==> src/rtl/vram_arbiter.sv <==
`timescale 1ns/1ps
// vram_arbiter: shares one 16Kx8 asynchronous SRAM among video fetch, sprite fetch and CPU
// with fixed priority vid > spr > cpu. Define ARB_CPU_GUARD_EN to add the CPU starvation guard.
module vram_arbiter #(
  parameter int ACC_CYCLES   = 4,
  parameter int MAX_CPU_WAIT = 24
) (
  input  logic        clk40m,
  input  logic        cpu_rst_n,
  input  logic        vid_req,
  input  logic [13:0] vid_a,
  output logic        vid_ack,
  input  logic        spr_req,
  input  logic [13:0] spr_a,
  output logic        spr_ack,
  input  logic        vram_cpu_req,
  input  logic        vram_cpu_wr,
  input  logic [13:0] vram_cpu_a,
  input  logic [7:0]  vram_cpu_wdata,
  output logic        vram_cpu_ack,
  output logic [7:0]  mem_rdata,
  output logic [13:0] mem_a,
  output logic [7:0]  mem_dout,
  input  logic [7:0]  mem_din,
  output logic        mem_we_n,
  output logic        mem_oe_n,
  output logic [1:0]  grant_id
);

  localparam logic [1:0] ID_NONE  = 2'd0;
  localparam logic [1:0] ID_VID   = 2'd1;
  localparam logic [1:0] ID_SPR   = 2'd2;
  localparam logic [1:0] ID_CPU   = 2'd3;
  localparam logic [3:0] CNT_LOAD = 4'(ACC_CYCLES - 1);

  if (ACC_CYCLES < 2 || ACC_CYCLES > 15) begin : g_bad_acc
    $error("ACC_CYCLES must be within 2..15");
  end
  if (MAX_CPU_WAIT < 1 || MAX_CPU_WAIT > 31) begin : g_bad_wait
    $error("MAX_CPU_WAIT must fit the 5-bit wait counter");
  end

  typedef enum logic {
    ST_IDLE = 1'b0,
    ST_ACC  = 1'b1
  } state_t;

  state_t      r_state;
  logic [3:0]  r_cnt;
  logic        r_wr;
  logic [1:0]  r_grant_id;
  logic [13:0] r_mem_a;
  logic [7:0]  r_mem_dout;
  logic [7:0]  r_mem_rdata;
  logic        r_mem_we_n;
  logic        r_mem_oe_n;
  logic        r_vid_ack;
  logic        r_spr_ack;
  logic        r_cpu_ack;

  logic        w_vid_elig;
  logic        w_spr_elig;
  logic        w_cpu_elig;
  logic        w_cpu_force;
  logic        w_cpu_grant;
  logic [1:0]  w_win;
  logic [13:0] w_win_a;
  logic        w_win_wr;
  logic [7:0]  w_win_wdata;

  // A requester whose ack is high this cycle still shows its finished request, so it sits out.
  always_comb begin
    w_vid_elig = vid_req & ~r_vid_ack;
    w_spr_elig = spr_req & ~r_spr_ack;
    w_cpu_elig = vram_cpu_req & ~r_cpu_ack;
    if (w_cpu_force) begin
      w_win = ID_CPU;
    end else if (w_vid_elig) begin
      w_win = ID_VID;
    end else if (w_spr_elig) begin
      w_win = ID_SPR;
    end else if (w_cpu_elig) begin
      w_win = ID_CPU;
    end else begin
      w_win = ID_NONE;
    end
  end

  assign w_cpu_grant = (r_state == ST_IDLE) && (w_win == ID_CPU);

  always_comb begin
    w_win_a     = 14'd0;
    w_win_wr    = 1'b0;
    w_win_wdata = 8'd0;
    case (w_win)
      ID_VID: w_win_a = vid_a;
      ID_SPR: w_win_a = spr_a;
      ID_CPU: begin
        w_win_a     = vram_cpu_a;
        w_win_wr    = vram_cpu_wr;
        w_win_wdata = vram_cpu_wdata;
      end
      default: w_win_a = 14'd0;
    endcase
  end

`ifdef ARB_CPU_GUARD_EN
  localparam logic [4:0] WAIT_MAX = 5'(MAX_CPU_WAIT);

  logic [4:0] r_cpu_wait;
  logic       w_cpu_busy;

  assign w_cpu_busy  = (r_state == ST_ACC) && (r_grant_id == ID_CPU);
  assign w_cpu_force = w_cpu_elig && (r_cpu_wait == WAIT_MAX);

  // Counts cycles a CPU request waits unserved; saturates so the override stays armed.
  always_ff @(posedge clk40m or negedge cpu_rst_n) begin
    if (!cpu_rst_n) begin
      r_cpu_wait <= 5'd0;
    end else if (!vram_cpu_req || w_cpu_grant) begin
      r_cpu_wait <= 5'd0;
    end else if (w_cpu_elig && !w_cpu_busy && (r_cpu_wait != WAIT_MAX)) begin
      r_cpu_wait <= r_cpu_wait + 5'd1;
    end else begin
      r_cpu_wait <= r_cpu_wait;
    end
  end
`else
  assign w_cpu_force = 1'b0;
`endif

  // Access FSM: grant latches the request, ACC drives the SRAM strobes, the last cycle
  // captures read data and schedules the winner's ack for the following (IDLE) cycle.
  always_ff @(posedge clk40m or negedge cpu_rst_n) begin
    if (!cpu_rst_n) begin
      r_state     <= ST_IDLE;
      r_cnt       <= 4'd0;
      r_wr        <= 1'b0;
      r_grant_id  <= ID_NONE;
      r_mem_a     <= 14'd0;
      r_mem_dout  <= 8'd0;
      r_mem_rdata <= 8'd0;
      r_mem_we_n  <= 1'b1;
      r_mem_oe_n  <= 1'b1;
      r_vid_ack   <= 1'b0;
      r_spr_ack   <= 1'b0;
      r_cpu_ack   <= 1'b0;
    end else begin
      r_vid_ack <= 1'b0;
      r_spr_ack <= 1'b0;
      r_cpu_ack <= 1'b0;
      case (r_state)
        ST_IDLE: begin
          if (w_win != ID_NONE) begin
            r_state    <= ST_ACC;
            r_grant_id <= w_win;
            r_mem_a    <= w_win_a;
            r_mem_dout <= w_win_wdata;
            r_wr       <= w_win_wr;
            r_cnt      <= CNT_LOAD;
            r_mem_oe_n <= w_win_wr;
            r_mem_we_n <= ~w_win_wr;
          end else begin
            r_state <= ST_IDLE;
          end
        end
        ST_ACC: begin
          if (r_cnt == 4'd0) begin
            r_state    <= ST_IDLE;
            r_mem_oe_n <= 1'b1;
            r_mem_we_n <= 1'b1;
            if (!r_wr) begin
              r_mem_rdata <= mem_din;
            end else begin
              r_mem_rdata <= r_mem_rdata;
            end
            case (r_grant_id)
              ID_VID:  r_vid_ack <= 1'b1;
              ID_SPR:  r_spr_ack <= 1'b1;
              ID_CPU:  r_cpu_ack <= 1'b1;
              default: r_vid_ack <= 1'b0;
            endcase
          end else begin
            r_cnt <= r_cnt - 4'd1;
            // Release WE one cycle early so address and data are held past the strobe.
            if (r_cnt == 4'd1) begin
              r_mem_we_n <= 1'b1;
            end else begin
              r_mem_we_n <= r_mem_we_n;
            end
          end
        end
        default: r_state <= ST_IDLE;
      endcase
    end
  end

  assign vid_ack      = r_vid_ack;
  assign spr_ack      = r_spr_ack;
  assign vram_cpu_ack = r_cpu_ack;
  assign mem_rdata    = r_mem_rdata;
  assign mem_a        = r_mem_a;
  assign mem_dout     = r_mem_dout;
  assign mem_we_n     = r_mem_we_n;
  assign mem_oe_n     = r_mem_oe_n;
  assign grant_id     = r_grant_id;

endmodule
==> config.mk <==
export PLATFORM = sky130hd
export DESIGN_NAME = vram_arbiter
export DESIGN_NICKNAME = d
export VERILOG_FILES = /design/src/rtl/vram_arbiter.sv
export SDC_FILE = /design/constraint.sdc
export NUM_CORES = 1
export LEC_CHECK = 0
export CAP_MARGIN = 10
export CORE_ASPECT_RATIO = 1.2
export CORE_MARGIN = 1.5
export CORE_UTILIZATION = 41
export DETAILED_ROUTE_END_ITERATION = 10
export PLACE_DENSITY_LB_ADDON = 0.2
export SLEW_MARGIN = 0
export SYNTH_ARGS = -nofsm -noshare
export SYNTH_HDL_FRONTEND = slang
export SYNTH_SLANG_ARGS = --single-unit
==> constraint.sdc <==
create_clock -name clk40m -period 2.2 [get_ports clk40m]
set_input_delay 0.22 -clock clk40m [delete_from_list [all_inputs] [get_ports clk40m]]
set_output_delay 0.22 -clock clk40m [all_outputs]
set_load 0.05 [all_outputs]
# Word-level counts from Yosys, hierarchy flattened
# Cells that the tools add are included.
dict set report word_totals {
  ff_bits 43
  in_bits 64
  word_cells 68
}
dict set report op_classes {
  add_sub_neg 1
  n_eq_ne 11
  mux 28
  bitwise 9
  reduce_logical 7
}
# op n
set op_table {}
lappend op_table {{case mux 14 bit (3 select lines)} 1}
lappend op_table {{two-way mux 1 bit} 17}
lappend op_table {{== test 2 bit, second input constant} 4}
lappend op_table {{two-way mux 4 bit} 2}
lappend op_table {{two-way mux 8 bit} 1}
lappend op_table {{case mux 4 bit (2 select lines)} 1}
lappend op_table {{AND reduction 2 bit} 4}
lappend op_table {{two-way mux 2 bit} 3}
lappend op_table {{NOT 1 bit} 6}
lappend op_table {{case mux 1 bit (2 select lines)} 3}
lappend op_table {{== test 2 x 1 -> 1 bit, second input constant} 2}
lappend op_table {{== test 4 x 1 -> 1 bit, second input constant} 1}
lappend op_table {{logical NOT 4 bit} 1}
lappend op_table {{!= test 2 x 1 -> 1 bit, second input constant} 2}
lappend op_table {{subtractor 4 x 1 -> 4 bit, second input constant} 1}
lappend op_table {{bitwise AND 1 bit} 3}
lappend op_table {{!= test 3 x 1 -> 1 bit, second input constant} 1}
lappend op_table {{AND reduction 3 bit} 1}
lappend op_table {{!= test 2 bit, second input constant} 1}
lappend op_table {{nonzero test 2 bit} 1}

# Longest topological paths before layout
# Gate-level depths: netlist of run 1.
dict set report logic_depth {
  depth_word 10
  depth_mapped 6
  depth_no_buf 5
}

# Worst setup path after synthesis of run 1
# Ideal clock, no wire load.
dict set report synth_timing {
  path_type {register to register}
  startpoint {reg r_cnt[0]}
  endpoint {reg r_mem_rdata[0], in the netlist mem_rdata[0]}
  setup_time_ps 125
  arrival_time_ps 1756
  required_time_ps 2075
  path_slack_ps 319
  stages_incl_launch_ff 7
  n_path_buf 1
  path_cell_list {dfrtp_1 -> inv_1 -> ha_1 -> or3b_1 -> buf_2 -> nor3_4 -> mux2_2}
}
dict set report synth_between {
  elab_chain_len 2
}
# item line
set synth_rtl {}
lappend synth_rtl {{start: declaration} 49} ;# logic [3:0] r_cnt;
lappend synth_rtl {{start signal: assignment} 184} ;# r_cnt <= r_cnt - 4'd1;
lappend synth_rtl {{logical NOT 4 bit} 168} ;# if (r_cnt == 4'd0) begin
lappend synth_rtl {{AND reduction 3 bit (no source line)} --}
lappend synth_rtl {{end signal: assignment} 173} ;# r_mem_rdata <= mem_din;
lappend synth_rtl {{end signal: assignment} 175} ;# r_mem_rdata <= r_mem_rdata;
lappend synth_rtl {{end: declaration} 54} ;# logic [7:0] r_mem_rdata;
# Every way passes these cells.
# A chain may end at the register's enable or synchronous reset.

# Worst setup path in the final report of run 1
dict set report layout_timing {
  startpoint {reg r_cnt[0]}
  endpoint {reg r_mem_rdata[3], in the netlist mem_rdata[3]}
}
# The elaborated chain is that of the path after synthesis.

==> flow_summary.html, run 1 <==
<table>
<tr><th>Metric</th><th>Value</th></tr>
<tr><th colspan="2">Floorplan</th></tr>
<tr><td>DIE WIDTH</td><td>about 68 µm</td></tr>
<tr><td>Row count</td><td>28</td></tr>
<tr><td>Die extent in y</td><td>81.4 µm</td></tr>
<tr><td>Die area</td><td>between 0.005 and 0.006 mm²</td></tr>
<tr><td>Initial cell density of the core</td><td>42.5%</td></tr>
<tr><td>Core Region</td><td>0.00494 mm²</td></tr>
<tr><td>IO Pins</td><td>just over 100</td></tr>
<tr><th colspan="2">Setup path</th></tr>
<tr><td>Crit path arrival time</td><td>between 2 and 2.5 ns</td></tr>
<tr><td>Peak fanout along the critical path</td><td>8</td></tr>
<tr><td>Startpoint of the most critical register-to-register path</td><td>r_cnt[0]</td></tr>
<tr><td>Capture instance of the worst register-to-register path</td><td>mem_rdata[3]</td></tr>
<tr><td>Critical path's slowest cell</td><td>sky130_fd_sc_hd__or3b_1</td></tr>
<tr><td>Timing endpoint of the critical path</td><td>mem_rdata[3]</td></tr>
<tr><td>Worst Setup Path Type</td><td>flop to flop</td></tr>
<tr><td>Worst setup path startpoint</td><td>r_cnt[0]</td></tr>
<tr><td>Reg2Reg Depth</td><td>5</td></tr>
<tr><td>Buffers plus inverters on the worst setup path</td><td>1</td></tr>
<tr><td>Cell family contributing the most delay on the critical path</td><td>simple AND/OR/NAND/NOR gates</td></tr>
<tr><td>Critical path's largest stage delay</td><td>0.48 ns</td></tr>
<tr><td>Levels on crit path</td><td>5</td></tr>
<tr><td>Cell Chain, Critical Path</td><td>inv_1, ha_1, or3b_1, nor3_4, mux2_2</td></tr>
<tr><td>Reg2Reg Setup Slack</td><td>between 0.15 and 0.2 ns</td></tr>
<tr><td>Element type at the critical path end</td><td>flop</td></tr>
<tr><td>Required time of the critical path</td><td>2.37 ns</td></tr>
<tr><td>Startpoint Class</td><td>flop</td></tr>
<tr><th colspan="2">STA</th></tr>
<tr><td>Max Clk Rate</td><td>490 MHz</td></tr>
<tr><td>Final critical-path share of the clock period</td><td>just over 90%</td></tr>
<tr><td>Clock tree skew after final layout</td><td>0.0130 ns</td></tr>
<tr><td>Total of endpoints with negative setup slack in the final report</td><td>0</td></tr>
<tr><td>Number of hold violations in the final report</td><td>0</td></tr>
<tr><td>Normalized max-slew margin</td><td>37.6%</td></tr>
<tr><td>Transition time at the pin with the least slew margin</td><td>about 0.94 ns</td></tr>
<tr><td>Final Critical Period</td><td>~2 ns</td></tr>
<tr><td>Unrepaired setup endpoints after global routing</td><td>no</td></tr>
<tr><td>Setup TNS</td><td>0 ns</td></tr>
<tr><td>Final hold slack</td><td>0.0673 ns</td></tr>
<tr><td>Max-slew violation total from the final report</td><td>0</td></tr>
<tr><th colspan="2">Yosys</th></tr>
<tr><td>Share of synthesized cell area in and, or, nand and nor gates</td><td>11.4%</td></tr>
<tr><td>Count of different cell masters after synthesis</td><td>36</td></tr>
<tr><td>Synthesized area per cell</td><td>around 11 µm²</td></tr>
<tr><td>Post-Synth XOR/XNOR Area</td><td>0%</td></tr>
<tr><td>Fraction of the yosys area taken by sequential cells</td><td>51.4%</td></tr>
<tr><td>Gate count after technology mapping</td><td>197</td></tr>
<tr><td>Post-synthesis share of cell area spent on full adders, half adders and majority gates</td><td>1.79%</td></tr>
<tr><td>Number of enable flip-flop cells after synthesis</td><td>0</td></tr>
<tr><td>Largest family of logic cells by synthesized area</td><td>compound AO/OA/AOI/OAI gates</td></tr>
<tr><td>Most common flop cell mapped by yosys</td><td>sky130_fd_sc_hd__dfrtp_1</td></tr>
<tr><td>Post-synth net total</td><td>around 260</td></tr>
<tr><td>Synth Area in Compound Gates</td><td>22.8%</td></tr>
<tr><td>Number of synthesized register bits</td><td>43</td></tr>
<tr><td>Synthesized area</td><td>0.00210 mm²</td></tr>
<tr><td>FFs w/ async S/R, synth</td><td>100%</td></tr>
<tr><td>Yosys warning count</td><td>0</td></tr>
<tr><td>Portion of netlist area occupied by mux cells</td><td>5.72%</td></tr>
<tr><th colspan="2">Route</th></tr>
<tr><td>Total Routed Length</td><td>5830 µm</td></tr>
<tr><td>DRC</td><td>0</td></tr>
<tr><td>Pre-Repair DR Iteration Count</td><td>4</td></tr>
<tr><td>WL/cell</td><td>about 16 µm</td></tr>
<tr><td>Post-DRT Antenna Nets</td><td>0</td></tr>
<tr><td>DR vias/cell</td><td>5.50</td></tr>
<tr><td>Number of vias in the routed layout</td><td>1,973</td></tr>
<tr><td>Initial drt markers</td><td>78</td></tr>
<tr><th colspan="2">Global routing</th></tr>
<tr><td>Via count of the first global-routing pass</td><td>1,933</td></tr>
<tr><td>Largest net degree at the start of global routing</td><td>44</td></tr>
<tr><td>Initial antenna violation count</td><td>0</td></tr>
<tr><td>Congestion Overflow GR</td><td>0</td></tr>
<tr><td>Wire length of the first global-routing pass</td><td>8960 µm</td></tr>
<tr><td>Overall routing resource usage</td><td>21.5%</td></tr>
<tr><th colspan="2">Place</th></tr>
<tr><td>Global placement routability congestion</td><td>0.840</td></tr>
<tr><td>Count of port buffers added during placement</td><td>100</td></tr>
<tr><td>Post-DP HPWL</td><td>approximately 4200 µm</td></tr>
<tr><td>Placed Area</td><td>0.00318 mm²</td></tr>
<tr><th colspan="2">CTS</th></tr>
<tr><td>Post-cts gate resize count</td><td>0</td></tr>
<tr><td>Hold buffer count at CTS</td><td>0</td></tr>
<tr><td>Root Buffer Master</td><td>sky130_fd_sc_hd__clkbuf_8</td></tr>
<tr><td>Total clock buffers created by CTS</td><td>5</td></tr>
<tr><td>Clock network latency to the later pin of the worst-skew pair</td><td>0.29 ns</td></tr>
<tr><td>Maximum count of clock buffers along a single path</td><td>2</td></tr>
<tr><td>TritonCTS clock tree</td><td>built</td></tr>
<tr><td>Depth of the CTS H-tree</td><td>2</td></tr>
<tr><td>CTS clock-pin slew for the worst setup and hold paths</td><td>0.08 ns</td></tr>
<tr><td>Number of clock sinks</td><td>43</td></tr>
<tr><td># Post-CTS Setup Buffers</td><td>0</td></tr>
<tr><th colspan="2">Layout</th></tr>
<tr><td>Inserted Diodes</td><td>0</td></tr>
<tr><td>Layout net count</td><td>roughly 370</td></tr>
<tr><td>Area Overhead vs Synth</td><td>55.5%</td></tr>
<tr><td>Final non-filler cell area</td><td>between 0.003 and 0.004 mm²</td></tr>
<tr><td>Proportion of layout cells with a drive suffix above 1</td><td>10.7%</td></tr>
<tr><th colspan="2">Pwr</th></tr>
<tr><td>Power per Cell Area</td><td>1390 mW/mm²</td></tr>
<tr><td>Cell leakage power</td><td>between 1 and 1.5 nW</td></tr>
<tr><td>Max VDD drop</td><td>roughly 1.1 mV</td></tr>
<tr><th colspan="2">Run status</th></tr>
<tr><td>Run status</td><td>complete, no violations</td></tr>
<tr><th colspan="2">Worst hold path</th></tr>
<tr><td>Class of the most critical hold timing path</td><td>primary input to async pin</td></tr>
<tr><th colspan="2">Run</th></tr>
<tr><td>Max-cap violation count</td><td>0</td></tr>
</table>
## worst reg2reg max path, stage by stage, from the launching register on
cell	delay (ns)
sky130_fd_sc_hd__dfrtp_1	0.42
sky130_fd_sc_hd__inv_1	0.10
sky130_fd_sc_hd__ha_1	0.20
sky130_fd_sc_hd__or3b_1	0.48
sky130_fd_sc_hd__nor3_4	0.34
sky130_fd_sc_hd__mux2_2	0.39
## how the worst min path moves through the flow
stage                         start     endpoint  slack (ns)
after floorplan           cpu_rst_n  grant_id[0]       -0.08
after global placement    cpu_rst_n     mem_a[9]        0.42
after global routing      cpu_rst_n     mem_a[9]        0.14
after CTS                 cpu_rst_n     mem_a[0]        0.11
final                     cpu_rst_n     mem_a[9]        0.07
after detailed placement  cpu_rst_n     mem_a[9]        0.43
## where the power goes
part | switching, W | leakage [nW] | internal [W]
clock | 0.000251 | 0.0395 | 0.000226
combinational | 0.00166 | 0.803 | 0.00100
sequential | 0.000245 | 0.516 | 0.00115
total | 0.00215 | 1.36 | 0.00238
## area by class of cell
type	count	area, µm²
timing repair buffer	112	1090
clock buffer	8	80.1
multi-input combinational	118	876
tap	60	75.1
inverter	18	67.6
sequential	43	1080
fill	407	1680
## placed cells by master (no fill, tap or decap)
cell type and n:
sky130_fd_sc_hd__o22a_1 1, sky130_fd_sc_hd__buf_4 12, sky130_fd_sc_hd__a31o_2 1, sky130_fd_sc_hd__nand2b_1 4, sky130_fd_sc_hd__o211ai_1 14, sky130_fd_sc_hd__clkinv_1 1, sky130_fd_sc_hd__and4bb_2 1, sky130_fd_sc_hd__nand3_1 16
sky130_fd_sc_hd__mux2_2 8, sky130_fd_sc_hd__inv_1 17, sky130_fd_sc_hd__nand2_1 2, sky130_fd_sc_hd__buf_2 1, sky130_fd_sc_hd__nand4_1 2, sky130_fd_sc_hd__nor4_4 1, sky130_fd_sc_hd__ha_1 3, sky130_fd_sc_hd__clkbuf_8 5
sky130_fd_sc_hd__nor3b_1 1, sky130_fd_sc_hd__dfrtp_1 41, sky130_fd_sc_hd__o21a_1 2, sky130_fd_sc_hd__nor3_1 3, sky130_fd_sc_hd__dfstp_2 2, sky130_fd_sc_hd__a32oi_1 15, sky130_fd_sc_hd__mux2i_1 3, sky130_fd_sc_hd__a41oi_1 1
sky130_fd_sc_hd__o21ai_0 1, sky130_fd_sc_hd__nor2_1 4, sky130_fd_sc_hd__a2bb2oi_1 1, sky130_fd_sc_hd__a21oi_1 17, sky130_fd_sc_hd__o32a_1 1, sky130_fd_sc_hd__a22o_1 9, sky130_fd_sc_hd__nor2b_1 2, sky130_fd_sc_hd__or3b_1 1
sky130_fd_sc_hd__nor3_4 1, sky130_fd_sc_hd__and3_1 1, sky130_fd_sc_hd__clkdlybuf4s50_1 99, sky130_fd_sc_hd__a31oi_1 2, sky130_fd_sc_hd__clkbuf_1 3
## layer usage
metal / GRT usage, % / vias to the layer above / routed length, µm
met4: 7.40 / 0 / 58
met2: 36.0 / 80 / 2840
met3: 6.23 / 5 / 547
li1: - / 934 / -
met1: 26.1 / 954 / 2380
met5: 0 / - / 0
## sequential cells by signal, indices dropped and copies added (netlist names)
register	count
grant_id	2
r_state	1
mem_we_n	1
r_cnt	4
mem_oe_n	1
vid_ack	1
spr_ack	1
vram_cpu_ack	1
mem_a	14
mem_dout	8
mem_rdata	8
r_wr	1
## stage by stage
| stage | util, % | setup slack [ns] | total power (W) | instances |
|---|---|---|---|---|
| finish | 66.1 | 0.158 | 0.00453 | 359 |
| global route | 66.1 | 0.0369 | 0.00479 | 359 |
| CTS | 66.1 | 0.148 | 0.00457 | 359 |
| detailed placement | 64.4 | 0.159 | 0.00407 | 351 |
| global placement | 64.4 | 0.229 | 0.00403 | 351 |
| floorplan | - | 0.319 | 0.00313 | 197 |
## cell families (layout without fill, tap and decap cells)
group / count (synthesis) / after routing
AO/OA/AOI/OAI: 65 / 65
multiplexers: 11 / 11
flip-flops: 43 / 43
AND/OR/NAND/NOR: 39 / 39
adder cells (fa/ha/maj): 3 / 3
buffers and inverters: 36 / 138
## cells in the mapped netlist, types with 2 or more instances
library cell / number / area (µm²)
sky130_fd_sc_hd__nand2_1: 2 / 7.51
sky130_fd_sc_hd__a22o_1: 9 / 78.8
sky130_fd_sc_hd__mux2i_1: 3 / 30.0
sky130_fd_sc_hd__o211ai_1: 14 / 105
sky130_fd_sc_hd__dfstp_2: 2 / 52.6
sky130_fd_sc_hd__a21oi_1: 17 / 85.1
sky130_fd_sc_hd__nor3_1: 3 / 15.0
sky130_fd_sc_hd__buf_2: 4 / 20.0
sky130_fd_sc_hd__ha_1: 3 / 37.5
sky130_fd_sc_hd__buf_1: 2 / 7.51
sky130_fd_sc_hd__nand4_1: 2 / 12.5
sky130_fd_sc_hd__mux2_2: 8 / 90.1
sky130_fd_sc_hd__nor2_1: 4 / 15.0
sky130_fd_sc_hd__clkbuf_1: 11 / 41.3
sky130_fd_sc_hd__nand2b_1: 4 / 25.0
sky130_fd_sc_hd__dfrtp_1: 41 / 1030
sky130_fd_sc_hd__a31oi_1: 2 / 12.5
sky130_fd_sc_hd__nand3_1: 16 / 80.1
sky130_fd_sc_hd__inv_1: 17 / 63.8
sky130_fd_sc_hd__a32oi_1: 15 / 131
sky130_fd_sc_hd__o21a_1: 2 / 15.0
sky130_fd_sc_hd__nor2b_1: 2 / 12.5
(Power assumes the default switching activity.)
==> run 2: changes to the inputs <==
ABC_CLOCK_PERIOD_IN_PS = 2200   (was unset)
==> results of run 2 <==
The final DEF is identical to that of run 1; final timing and power are the same.
==> run 3: changes to the inputs <==
CORE_ASPECT_RATIO = 0.9   (was 1.2)
==> run 3 against run 2 <==
Compared with the run above: via count increased by 0.20%; sequential share of layout area fell by 0.54 points; die area barely moved; first-iteration DRC count is 15% lower; maximum frequency grew 1.3%; critical path depth grew 1; clock skew fell by 0.0012 ns; clock power rose by 29%.
==> flow_summary.html, run 3 (synthesis gave the netlist of run 1 again) <==
<table>
<tr><th>Metric</th><th>Value</th></tr>
<tr><th colspan="2">Run status</th></tr>
<tr><td>Run status</td><td>complete, no violations (unchanged)</td></tr>
<tr><th colspan="2">STA</th></tr>
<tr><td>Setup TNS</td><td>0 ns (unchanged)</td></tr>
<tr><td>Normalized max-slew margin</td><td>64.7% (was 37.6%)</td></tr>
<tr><td>Final critical-path share of the clock period</td><td>91.6% (was 92.8%)</td></tr>
<tr><td>Number of hold violations in the final report</td><td>0 (unchanged)</td></tr>
<tr><td>Total of endpoints with negative setup slack in the final report</td><td>0 (unchanged)</td></tr>
<tr><td>Max Clk Rate</td><td>496 MHz (was 490 MHz)</td></tr>
<tr><td>Unrepaired setup endpoints after global routing</td><td>no (unchanged)</td></tr>
<tr><td>Final hold slack</td><td>0.428 ns (was 0.0673 ns)</td></tr>
<tr><td>Clock tree skew after final layout</td><td>0.0119 ns (was 0.0130 ns)</td></tr>
<tr><td>Final worst setup slack</td><td>0.184 ns (was 0.158 ns)</td></tr>
<tr><td>Max-slew violation total from the final report</td><td>0 (unchanged)</td></tr>
<tr><td>Final Critical Period</td><td>2.02 ns (was 2.04 ns)</td></tr>
<tr><td>Transition time at the pin with the least slew margin</td><td>0.528 ns (was 0.936 ns)</td></tr>
<tr><th colspan="2">Layout</th></tr>
<tr><td>Final non-filler cell area</td><td>0.00332 mm² (was 0.00326 mm²)</td></tr>
<tr><td>Register area</td><td>0.00108 mm² (unchanged)</td></tr>
<tr><td>Number of flip-flops in the largest register</td><td>14 (unchanged)</td></tr>
<tr><td>Layout net count</td><td>365 (unchanged)</td></tr>
<tr><td>FILL cells</td><td>383 (was 407)</td></tr>
<tr><td>Proportion of layout cells with a drive suffix above 1</td><td>11.4% (was 10.7%)</td></tr>
<tr><td>Area Overhead vs Synth</td><td>58.1% (was 55.5%)</td></tr>
<tr><td>Most common cell after layout, fill and taps aside</td><td>sky130_fd_sc_hd__clkdlybuf4s50_1 (unchanged)</td></tr>
<tr><td>Most frequent cells in the layout</td><td>99 x sky130_fd_sc_hd__clkdlybuf4s50_1, 41 x sky130_fd_sc_hd__dfrtp_1, 17 x sky130_fd_sc_hd__inv_1, 17 x sky130_fd_sc_hd__a21oi_1, 16 x sky130_fd_sc_hd__nand3_1 (unchanged)</td></tr>
<tr><td>Multi-input logic area</td><td>876 µm² (unchanged)</td></tr>
<tr><td>Final core utilization</td><td>67.8% (was 66.1%)</td></tr>
<tr><td>Inserted Diodes</td><td>0 (unchanged)</td></tr>
<tr><th colspan="2">Setup path</th></tr>
<tr><td>Startpoint of the most critical register-to-register path</td><td>r_cnt[0] (unchanged)</td></tr>
<tr><td>Reg2Reg Depth</td><td>6 (was 5)</td></tr>
<tr><td>Crit path arrival time</td><td>2.20 ns (was 2.21 ns)</td></tr>
<tr><td>Element type at the critical path end</td><td>flop (unchanged)</td></tr>
<tr><td>Cell Chain, Critical Path</td><td>inv_1, ha_1, or3b_1, nor3_4, buf_4, mux2_2 (was inv_1, ha_1, or3b_1, nor3_4, mux2_2)</td></tr>
<tr><td>Critical path's slowest cell</td><td>sky130_fd_sc_hd__or3b_1 (unchanged)</td></tr>
<tr><td>Reg2Reg Setup Slack</td><td>0.18 ns (was 0.16 ns)</td></tr>
<tr><td>Capture instance of the worst register-to-register path</td><td>mem_rdata[4] (was mem_rdata[3])</td></tr>
<tr><td>Worst setup path startpoint</td><td>r_cnt[0] (unchanged)</td></tr>
<tr><td>Critical path's largest stage delay</td><td>0.47 ns (was 0.48 ns)</td></tr>
<tr><td>Required time of the critical path</td><td>2.38 ns (was 2.37 ns)</td></tr>
<tr><td>Worst Setup Path Type</td><td>flop to flop (unchanged)</td></tr>
<tr><td>Peak fanout along the critical path</td><td>5 (was 8)</td></tr>
<tr><td>Startpoint Class</td><td>flop (unchanged)</td></tr>
<tr><th colspan="2">Floorplan</th></tr>
<tr><td>Core Region</td><td>0.00489 mm² (was 0.00494 mm²)</td></tr>
<tr><td>Initial cell density of the core</td><td>42.9% (was 42.5%)</td></tr>
<tr><td>Die extent in y</td><td>70.9 µm (was 81.4 µm)</td></tr>
<tr><td>Die area</td><td>0.00556 mm² (about the same)</td></tr>
<tr><td>Row count</td><td>24 (was 28)</td></tr>
<tr><td>DIE WIDTH</td><td>78.4 µm (was 68.3 µm)</td></tr>
<tr><td>IO Pins</td><td>101 (unchanged)</td></tr>
<tr><th colspan="2">CTS</th></tr>
<tr><td>Number of clock sinks</td><td>43 (unchanged)</td></tr>
<tr><td>Total clock buffers created by CTS</td><td>5 (unchanged)</td></tr>
<tr><td>Clock network latency to the later pin of the worst-skew pair</td><td>0.30 ns (was 0.29 ns)</td></tr>
<tr><td>TritonCTS clock tree</td><td>built (unchanged)</td></tr>
<tr><td>Depth of the CTS H-tree</td><td>2 (unchanged)</td></tr>
<tr><td>CTS clock-pin slew for the worst setup and hold paths</td><td>0.09 ns (was 0.08 ns)</td></tr>
<tr><td>Maximum count of clock buffers along a single path</td><td>2 (unchanged)</td></tr>
<tr><td>Root Buffer Master</td><td>sky130_fd_sc_hd__clkbuf_8 (unchanged)</td></tr>
<tr><td>Post-cts gate resize count</td><td>0 (unchanged)</td></tr>
<tr><th colspan="2">Global routing</th></tr>
<tr><td>Largest net degree at the start of global routing</td><td>44 (unchanged)</td></tr>
<tr><td>Via count of the first global-routing pass</td><td>1,941 (was 1,933)</td></tr>
<tr><td>Congestion Overflow GR</td><td>0 (unchanged)</td></tr>
<tr><td>Wire length of the first global-routing pass</td><td>9790 µm (was 8960 µm)</td></tr>
<tr><td>Initial antenna violation count</td><td>0 (unchanged)</td></tr>
<tr><td>Overall routing resource usage</td><td>22.7% (was 21.5%)</td></tr>
<tr><th colspan="2">Route</th></tr>
<tr><td>Initial drt markers</td><td>66 (was 78)</td></tr>
<tr><td>Total length of routed met2 wires</td><td>3000 µm (was 2840 µm)</td></tr>
<tr><td>Total Routed Length</td><td>6020 µm (was 5830 µm)</td></tr>
<tr><td>WL/cell</td><td>16.5 µm (was 16.2 µm)</td></tr>
<tr><td>Pre-Repair DR Iteration Count</td><td>4 (unchanged)</td></tr>
<tr><td>Post-DRT Antenna Nets</td><td>0 (unchanged)</td></tr>
<tr><td>DRC</td><td>0 (unchanged)</td></tr>
<tr><td>Number of vias in the routed layout</td><td>1,977 (was 1,973)</td></tr>
<tr><td>Uppermost metal layer occupied by signal nets</td><td>met4 (unchanged)</td></tr>
<tr><td>DR vias/cell</td><td>5.43 (was 5.50)</td></tr>
<tr><td>Met3 wire length</td><td>404 µm (was 547 µm)</td></tr>
<tr><td>Routed metal-1 wire length</td><td>2520 µm (was 2380 µm)</td></tr>
<tr><th colspan="2">Place</th></tr>
<tr><td>Post-DP HPWL</td><td>4410 µm (was 4180 µm)</td></tr>
<tr><td>Global placement routability congestion</td><td>0.766 (was 0.840)</td></tr>
<tr><td>Placed Area</td><td>0.00318 mm² (about the same)</td></tr>
<tr><td>Count of port buffers added during placement</td><td>100 (unchanged)</td></tr>
<tr><td>Worst slack after detailed placement</td><td>0.143 ns (was 0.159 ns)</td></tr>
<tr><th colspan="2">Pwr</th></tr>
<tr><td>Cell leakage power</td><td>1.38 nW (was 1.36 nW)</td></tr>
<tr><td>Power per Cell Area</td><td>1410 mW/mm² (was 1390 mW/mm²)</td></tr>
<tr><td>Max VDD drop</td><td>0.916 mV (was 1.10 mV)</td></tr>
<tr><th colspan="2">Worst hold path</th></tr>
<tr><td>Class of the most critical hold timing path</td><td>primary input to async pin (unchanged)</td></tr>
<tr><th colspan="2">Run</th></tr>
<tr><td>Max-cap violation count</td><td>0 (unchanged)</td></tr>
</table>
-- run 3: changes by cell type in the layout (fill, tap and decap cells not counted) --
cell | before | now
sky130_fd_sc_hd__clkinv_4 | 0 | 1
sky130_fd_sc_hd__buf_4 | 12 | 10
sky130_fd_sc_hd__dlygate4sd3_1 | 0 | 1
sky130_fd_sc_hd__clkinv_2 | 0 | 1
sky130_fd_sc_hd__clkbuf_1 | 3 | 0
sky130_fd_sc_hd__buf_12 | 0 | 1
sky130_fd_sc_hd__bufinv_16 | 0 | 1
-- run 3: worst max-delay path by stage --
stage,end,slack (ns)
CTS,mem_rdata[7],0.13
global placement,mem_rdata[7],0.23
global route,mem_rdata[6],0.06
detailed placement,mem_rdata[7],0.14
floorplan,mem_rdata[0],0.32
finish,mem_rdata[4],0.18
-- run 3: routing by layer --
| metal | up-vias | GRT usage (%) |
|---|---|---|
| met4 | 0 | 6.35 |
| met1 | 954 | 31.2 |
| met2 | 77 | 36.7 |
| li1 | 938 | - |
| met3 | 8 | 4.52 |
| met5 | - | 0 |
-- run 3: worst max-delay path: cells and delay by family (launching register included) --
kind                     cells  cell delay (ns)
flip-flops                   1             0.43
adder cells (fa/ha/maj)      1             0.19
multiplexers                 1             0.33
AND/OR/NAND/NOR              2             0.68
buffers and inverters        2             0.27
-- run 3: power by group --
| part | total [W] | internal (W) | leakage, nW | switching, W |
|---|---|---|---|---|
| logic | 0.00270 | 0.00101 | 0.809 | 0.00168 |
| registers | 0.00138 | 0.00115 | 0.516 | 0.000228 |
| clock network | 0.000617 | 0.000338 | 0.0581 | 0.000278 |
-- run 3: through the flow --
| step | power, W | cells |
|---|---|---|
| floorplan | 0.00313 | 197 |
| global placement | 0.00402 | 353 |
| detailed placement | 0.00407 | 353 |
| CTS | 0.00470 | 362 |
| global route | 0.00494 | 364 |
| finish | 0.00469 | 364 |
-- run 3: timing repair --
item	CTS	global route
buffers inserted	0	2
endpoints found under the setup margin	0	6
hold buffers	1	0
hold endpoints to repair	41	0
-- run 3: cell type report --
cell class | count | area share, %
clock buffers | 5 | 2.07
inverters | 18 | 2.04
repair buffers | 112 | 33.2
well taps | 65 | 2.45
clock inverters | 3 | 1.32
flip-flops and latches | 43 | 32.5
multi-input cells | 118 | 26.4
